## src/rtl/bcd_seq_converter_pkg.sv

```systemverilog
// Shared constants and FSM encoding for the sequential binary-to-BCD converter.
package bcd_seq_converter_pkg;

  localparam int unsigned BIN_W      = 8;
  localparam int unsigned BCD_DIGITS = 3;
  // Top digit only ever needs 2 bits for an 8-bit input (max 2).
  localparam int unsigned SCRATCH_W  = 4 * (BCD_DIGITS - 1) + 2;

  localparam logic [3:0] ADD3_THRESHOLD = 4'd5;

  typedef enum logic [1:0] {
    StIdle   = 2'd0,
    StShift  = 2'd1,
    StFinish = 2'd2
  } state_e;

endpackage

```

## src/rtl/bcd_nibble_adj.sv

```systemverilog
// Double-dabble correction for one BCD digit: add 3 when the digit is 5 or more.
module bcd_nibble_adj
  import bcd_seq_converter_pkg::*;
(
  input  logic [3:0] din,
  output logic [3:0] dout
);

  always_comb begin
    dout = din;
    if (din >= ADD3_THRESHOLD) begin
      dout = din + 4'd3;
    end
  end

endmodule

```

## src/rtl/bcd_seq_converter.sv

```systemverilog
// Sequential shift-add-3 binary-to-BCD converter, one result per 10 cycles.
// Optional leading-zero blank flags are enabled by defining BCD_LEADING_BLANK_EN.
module bcd_seq_converter
  import bcd_seq_converter_pkg::*;
#(
  parameter int unsigned DONE_LEVEL = 0
) (
  input  logic             clk,
  input  logic             reset,
  input  logic             start,
  input  logic [BIN_W-1:0] bin,
  output logic             busy,
  output logic             done,
  output logic [3:0]       ones,
  output logic [3:0]       tens,
  output logic [1:0]       hundreds
`ifdef BCD_LEADING_BLANK_EN
  ,
  output logic             blank_hundreds,
  output logic             blank_tens
`endif
);

  state_e               state_q, state_d;
  logic [BIN_W-1:0]     shreg_q, shreg_d;
  logic [SCRATCH_W-1:0] scratch_q, scratch_d;
  logic [2:0]           cnt_q, cnt_d;
  logic                 done_q, done_d;
  logic [3:0]           ones_q, ones_d;
  logic [3:0]           tens_q, tens_d;
  logic [1:0]           hundreds_q, hundreds_d;

  logic [4*BCD_DIGITS-1:0] scratch_pad;
  logic [4*BCD_DIGITS-1:0] adj;
  logic [2:0]              unused_adj_hi;

  // Pad the 2-bit top digit so every digit shares the same 4-bit adjuster.
  assign scratch_pad   = {{(4*BCD_DIGITS-SCRATCH_W){1'b0}}, scratch_q};
  assign unused_adj_hi = adj[4*BCD_DIGITS-1:SCRATCH_W-1];

  for (genvar d = 0; d < BCD_DIGITS; d++) begin : g_adj
    bcd_nibble_adj u_adj (
      .din  (scratch_pad[4*d +: 4]),
      .dout (adj[4*d +: 4])
    );
  end

`ifdef BCD_LEADING_BLANK_EN
  logic blank_hundreds_q, blank_hundreds_d;
  logic blank_tens_q, blank_tens_d;
`endif

  always_comb begin
    state_d    = state_q;
    shreg_d    = shreg_q;
    scratch_d  = scratch_q;
    cnt_d      = cnt_q;
    ones_d     = ones_q;
    tens_d     = tens_q;
    hundreds_d = hundreds_q;
    done_d     = (DONE_LEVEL != 0) ? done_q : 1'b0;
`ifdef BCD_LEADING_BLANK_EN
    blank_hundreds_d = blank_hundreds_q;
    blank_tens_d     = blank_tens_q;
`endif

    unique case (state_q)
      StIdle: begin
        if (start) begin
          shreg_d   = bin;
          scratch_d = '0;
          cnt_d     = 3'd0;
          state_d   = StShift;
          if (DONE_LEVEL != 0) begin
            done_d = 1'b0;
          end
        end
      end
      StShift: begin
        {scratch_d, shreg_d} = {adj[SCRATCH_W-2:0], shreg_q, 1'b0};
        cnt_d                = cnt_q + 3'd1;
        if (cnt_q == 3'd7) begin
          state_d = StFinish;
        end
      end
      StFinish: begin
        ones_d     = scratch_q[3:0];
        tens_d     = scratch_q[7:4];
        hundreds_d = scratch_q[9:8];
        done_d     = 1'b1;
        state_d    = StIdle;
`ifdef BCD_LEADING_BLANK_EN
        blank_hundreds_d = (scratch_q[9:8] == 2'd0);
        blank_tens_d     = (scratch_q[9:8] == 2'd0) && (scratch_q[7:4] == 4'd0);
`endif
      end
      default: begin
        state_d = StIdle;
      end
    endcase
  end

  always_ff @(posedge clk) begin
    if (reset) begin
      state_q    <= StIdle;
      shreg_q    <= '0;
      scratch_q  <= '0;
      cnt_q      <= 3'd0;
      done_q     <= 1'b0;
      ones_q     <= 4'd0;
      tens_q     <= 4'd0;
      hundreds_q <= 2'd0;
    end else begin
      state_q    <= state_d;
      shreg_q    <= shreg_d;
      scratch_q  <= scratch_d;
      cnt_q      <= cnt_d;
      done_q     <= done_d;
      ones_q     <= ones_d;
      tens_q     <= tens_d;
      hundreds_q <= hundreds_d;
    end
  end

`ifdef BCD_LEADING_BLANK_EN
  always_ff @(posedge clk) begin
    if (reset) begin
      blank_hundreds_q <= 1'b1;
      blank_tens_q     <= 1'b1;
    end else begin
      blank_hundreds_q <= blank_hundreds_d;
      blank_tens_q     <= blank_tens_d;
    end
  end

  assign blank_hundreds = blank_hundreds_q;
  assign blank_tens     = blank_tens_q;
`endif

  assign busy     = (state_q != StIdle);
  assign done     = done_q;
  assign ones     = ones_q;
  assign tens     = tens_q;
  assign hundreds = hundreds_q;

endmodule
```

## config.mk

```make
export PLATFORM = sky130hd
export DESIGN_NAME = bcd_seq_converter
export DESIGN_NICKNAME = d
export VERILOG_FILES = /design/src/rtl/bcd_seq_converter_pkg.sv /design/src/rtl/bcd_nibble_adj.sv /design/src/rtl/bcd_seq_converter.sv
export SDC_FILE = /design/constraint.sdc
export NUM_CORES = 1
export LEC_CHECK = 0
export CAP_MARGIN = 20
export CELL_PAD_IN_SITES_DETAIL_PLACEMENT = 1
export CELL_PAD_IN_SITES_GLOBAL_PLACEMENT = 2
export CORE_UTILIZATION = 37
export CTS_CLUSTER_SIZE = 20
export DETAILED_ROUTE_END_ITERATION = 10
export DONT_BUFFER_PORTS = 1
export PLACE_DENSITY = 0.8
export SLEW_MARGIN = 25
export SYNTH_ARGS = -nofsm -noshare
export SYNTH_HDL_FRONTEND = slang
export SYNTH_SLANG_ARGS = --single-unit
```

## constraint.sdc

```tcl
create_clock -name clk -period 1.8 [get_ports clk]
set_clock_uncertainty 0.1 [all_clocks]
set_input_delay 0.27 -clock clk [delete_from_list [all_inputs] [get_ports clk]]
set_output_delay 0.27 -clock clk [all_outputs]
set_load 0.05 [all_outputs]
```

==> impl_metrics.env <==
export IMPL_status="finished clean"
export IMPL_p_leak_nw=0.620
export IMPL_drtIter0Drc=72
export IMPL_cts_root_buf="clkbuf_8"
export IMPL_switching_share_pct=23.9
export IMPL_critPathSlowestCell="dfxtp_1"
export IMPL_antenna_left=0
export IMPL_p_clk_share_pct=36.2
export IMPL_die_w_um=66.0
export IMPL_drc_errors=0
export IMPL_synth_top_area_share_pct=45.0
export IMPL_synth_cells=171
export IMPL_place_congestion=0.786
export IMPL_antenna_found_initial=0
export IMPL_worst_pin_slew_ns=0.534
export IMPL_post_cts_buffers=0
export IMPL_netlist_area_um2=1510
export IMPL_finalSetupViolCount=0
export IMPL_first_global_vias=1298
export IMPL_yosys_top_cells_count="34 x dfxtp_1, 25 x nor2_1, 22 x nand2_1"
export IMPL_antenna_cells=0
export IMPL_crit_required_ns=1.93
export IMPL_finalHoldViolations=0
export IMPL_yosysTopAreaCell="dfxtp_1"
export IMPL_rsz0062_at_grt="no"
export IMPL_fin_tns_setup_ns=0
export IMPL_rrSetupSlack_ns=0.16
export IMPL_path_max_fanout=4
export IMPL_clk_pin_slew_ns=0.06
export IMPL_synthArstFlopShare_pct=0
export IMPL_min_path_type="in2reg"
export IMPL_period_share_pct=91.2
export IMPL_path_cells="inv_1 -> ha_1 -> nand2b_1 -> a21oi_1 -> mux2i_1 -> a22o_1"
export IMPL_arrival_ns=1.77
export IMPL_overflow=0
export IMPL_die_h_um=66.0
export IMPL_max_clock_freq_ghz=0.609
export IMPL_hold_slack_ns=0.108
export IMPL_maxCapViolCount=0
export IMPL_synth_ff_type="dfxtp_1"
export IMPL_postRouteWirelength_mm=3.36
export IMPL_min_period_ns=1.64
export IMPL_total_power_mw=1.43
export IMPL_power_frac_seq_pct=55.2
export IMPL_ys_warn_count=0
export IMPL_fp_row_count=22
export IMPL_grt_max_degree=28
export IMPL_ir_drop_uv=414
export IMPL_grt_pass1_wl_mm=5.91
export IMPL_clock_sinks=34
export IMPL_final_max_slew_violation_count=0
export IMPL_synth_area_leaders="dfxtp_1 45%, nor2_1 6.2%, nand2_1 5.5%, ha_1 5.0%, a21oi_1 4.3%"
export IMPL_synth_most_common_cell="dfxtp_1"
export IMPL_worstSetupStartpointType="register"
export IMPL_worst_path_buf_inv=1
export IMPL_area_delta_synth_final_pct=8.10
export IMPL_placedCellCount=215
export IMPL_cts_htree_levels=2
export IMPL_post_cts_resized=0
export IMPL_dpl_hpwl_mm=2.35
export IMPL_core_um2=3800
export IMPL_portBuffers=0
export IMPL_endpoint_kind="register"
export IMPL_synth_distinct_cells=33
export IMPL_synth_edf_count=0
export IMPL_syn_nets=188
export IMPL_pwr_share_comb_pct=8.6
export IMPL_cts_tree="built"
export IMPL_via_per_inst=5.30
export IMPL_yosysSeqAreaShare_pct=45.0
export IMPL_cts_buffers_inserted=5
export IMPL_num_vias=1183
export IMPL_start_util_pct=39.9
export IMPL_critPathKind="reg2reg"
export IMPL_power_density_nw_per_um2=874
export IMPL_slew_headroom_pct=64.4
export IMPL_clk_insertion_delay_late_ns=0.28
export IMPL_crit_family="compound AO/OA/AOI/OAI gates"
export IMPL_drtPass1Iterations=4
export IMPL_cts_buffer_depth=2
export IMPL_grt_total_usage_pct=18.5
export IMPL_cpPeakStageDelay_ns=0.39
export IMPL_nets=192
export IMPL_ios=23
export IMPL_p_int_mw=1.09
export IMPL_p_sw_mw=0.342
export IMPL_synth_avg_cell_area_um2=8.85
export IMPL_drive_gt1_share_pct=14.9
export IMPL_fill_cells=464
export IMPL_drt_wirelength_per_cell_um=15.1
export IMPL_instances_no_fill=223
export IMPL_dieArea_um2=4350
export IMPL_ys_ff_latch=34
-- kinds of logic after synthesis --
family | share of synthesized area, %
flops | 45.0
fa+ha+maj | 4.96
mux | 1.32
buf+inv | 4.46
simple gates | 22.6
xor+xnor | 2.31
compound gates | 19.4
-- area by class of cell --
class                      count  area [µm²]  area share, %
clock buffer                   7        76.3           4.66
multi-input combinational    124         766           46.8
sequential                    34         681           41.6
inverter                       5        18.8           1.15
timing repair buffer           5        35.0           2.14
tap                           48        60.1           3.67
-- sequential cells by signal, summed over array words and instances, names as in the netlist --
| name | flops |
|---|---|
| cnt_q | 3 |
| done | 1 |
| hundreds | 2 |
| ones | 4 |
| scratch_q | 10 |
| shreg_q | 8 |
| state_q | 2 |
| tens | 4 |
-- worst min-delay path: cells and delay by family --
kind	cells	cell delay, ns
simple gates	2	0.13
compound gates	1	0.04
-- per-stage QoR --
step,area (µm²),setup WS [ns],util [%]
CTS,1640,0.0981,43.2
global placement,1560,0.297,40.9
detailed placement,1560,0.159,40.9
floorplan,1510,0.322,-
finish,1640,0.158,43.1
global route,1640,0.0452,43.1
-- placed cells by master (no fill, tap or decap), types with 3 or more instances in the layout --
master     Yosys  routed
a21oi_1       13      13
a22o_1         6       6
a22oi_2        4       4
a2bb2oi_1      4       4
buf_4          2       4
clkbuf_8       0       5
dfxtp_1       34      34
ha_1           6       6
inv_1          4       4
nand2_1       22      22
nand2b_1       4       4
nor2_1        25      25
nor2_2         3       3
nor2b_1        4       4
nor3_1         9       9
o22ai_1        3       3
-- timing repair --
item                                    CTS  global route
endpoints found under the setup margin    0             0
endpoints found under the hold margin    27             0
hold buffers                              1             0
-- power groups by stage --
stage / clock network, mW / registers [mW] / logic (mW)
final: 0.518 / 0.789 / 0.123
after global routing: 0.575 / 0.791 / 0.140
after CTS: 0.533 / 0.789 / 0.126
after detailed placement: 0 / 0.806 / 0.113
after global placement: 0 / 0.804 / 0.108
after floorplan: 0 / 0.800 / 0.106
-- worst paths after layout --
check | from | end | cells past startpoint
setup / recovery | scratch_q[5]$_SDFFE_PP0P_ | scratch_q[6]$_SDFFE_PP0P_ | 6
hold / removal | start | shreg_q[2]$_SDFFE_PP0P_ | 3
setup reg to reg | scratch_q[5]$_SDFFE_PP0P_ | scratch_q[6]$_SDFFE_PP0P_ | 6
hold reg to reg | scratch_q[1]$_SDFFE_PP0P_ | ones[1]$_SDFFE_PP0P_ | 2
-- metal layers --
metal / track usage, % / part of all wire (%) / up-vias
met3: 4.31 / 4.2 / 6
met1: 21.2 / 45 / 574
met2: 31.9 / 49 / 19
met5: 0 / 0 / -
li1: - / - / 584
met4: 9.57 / 2.1 / 0
(Power assumes the default switching activity.)
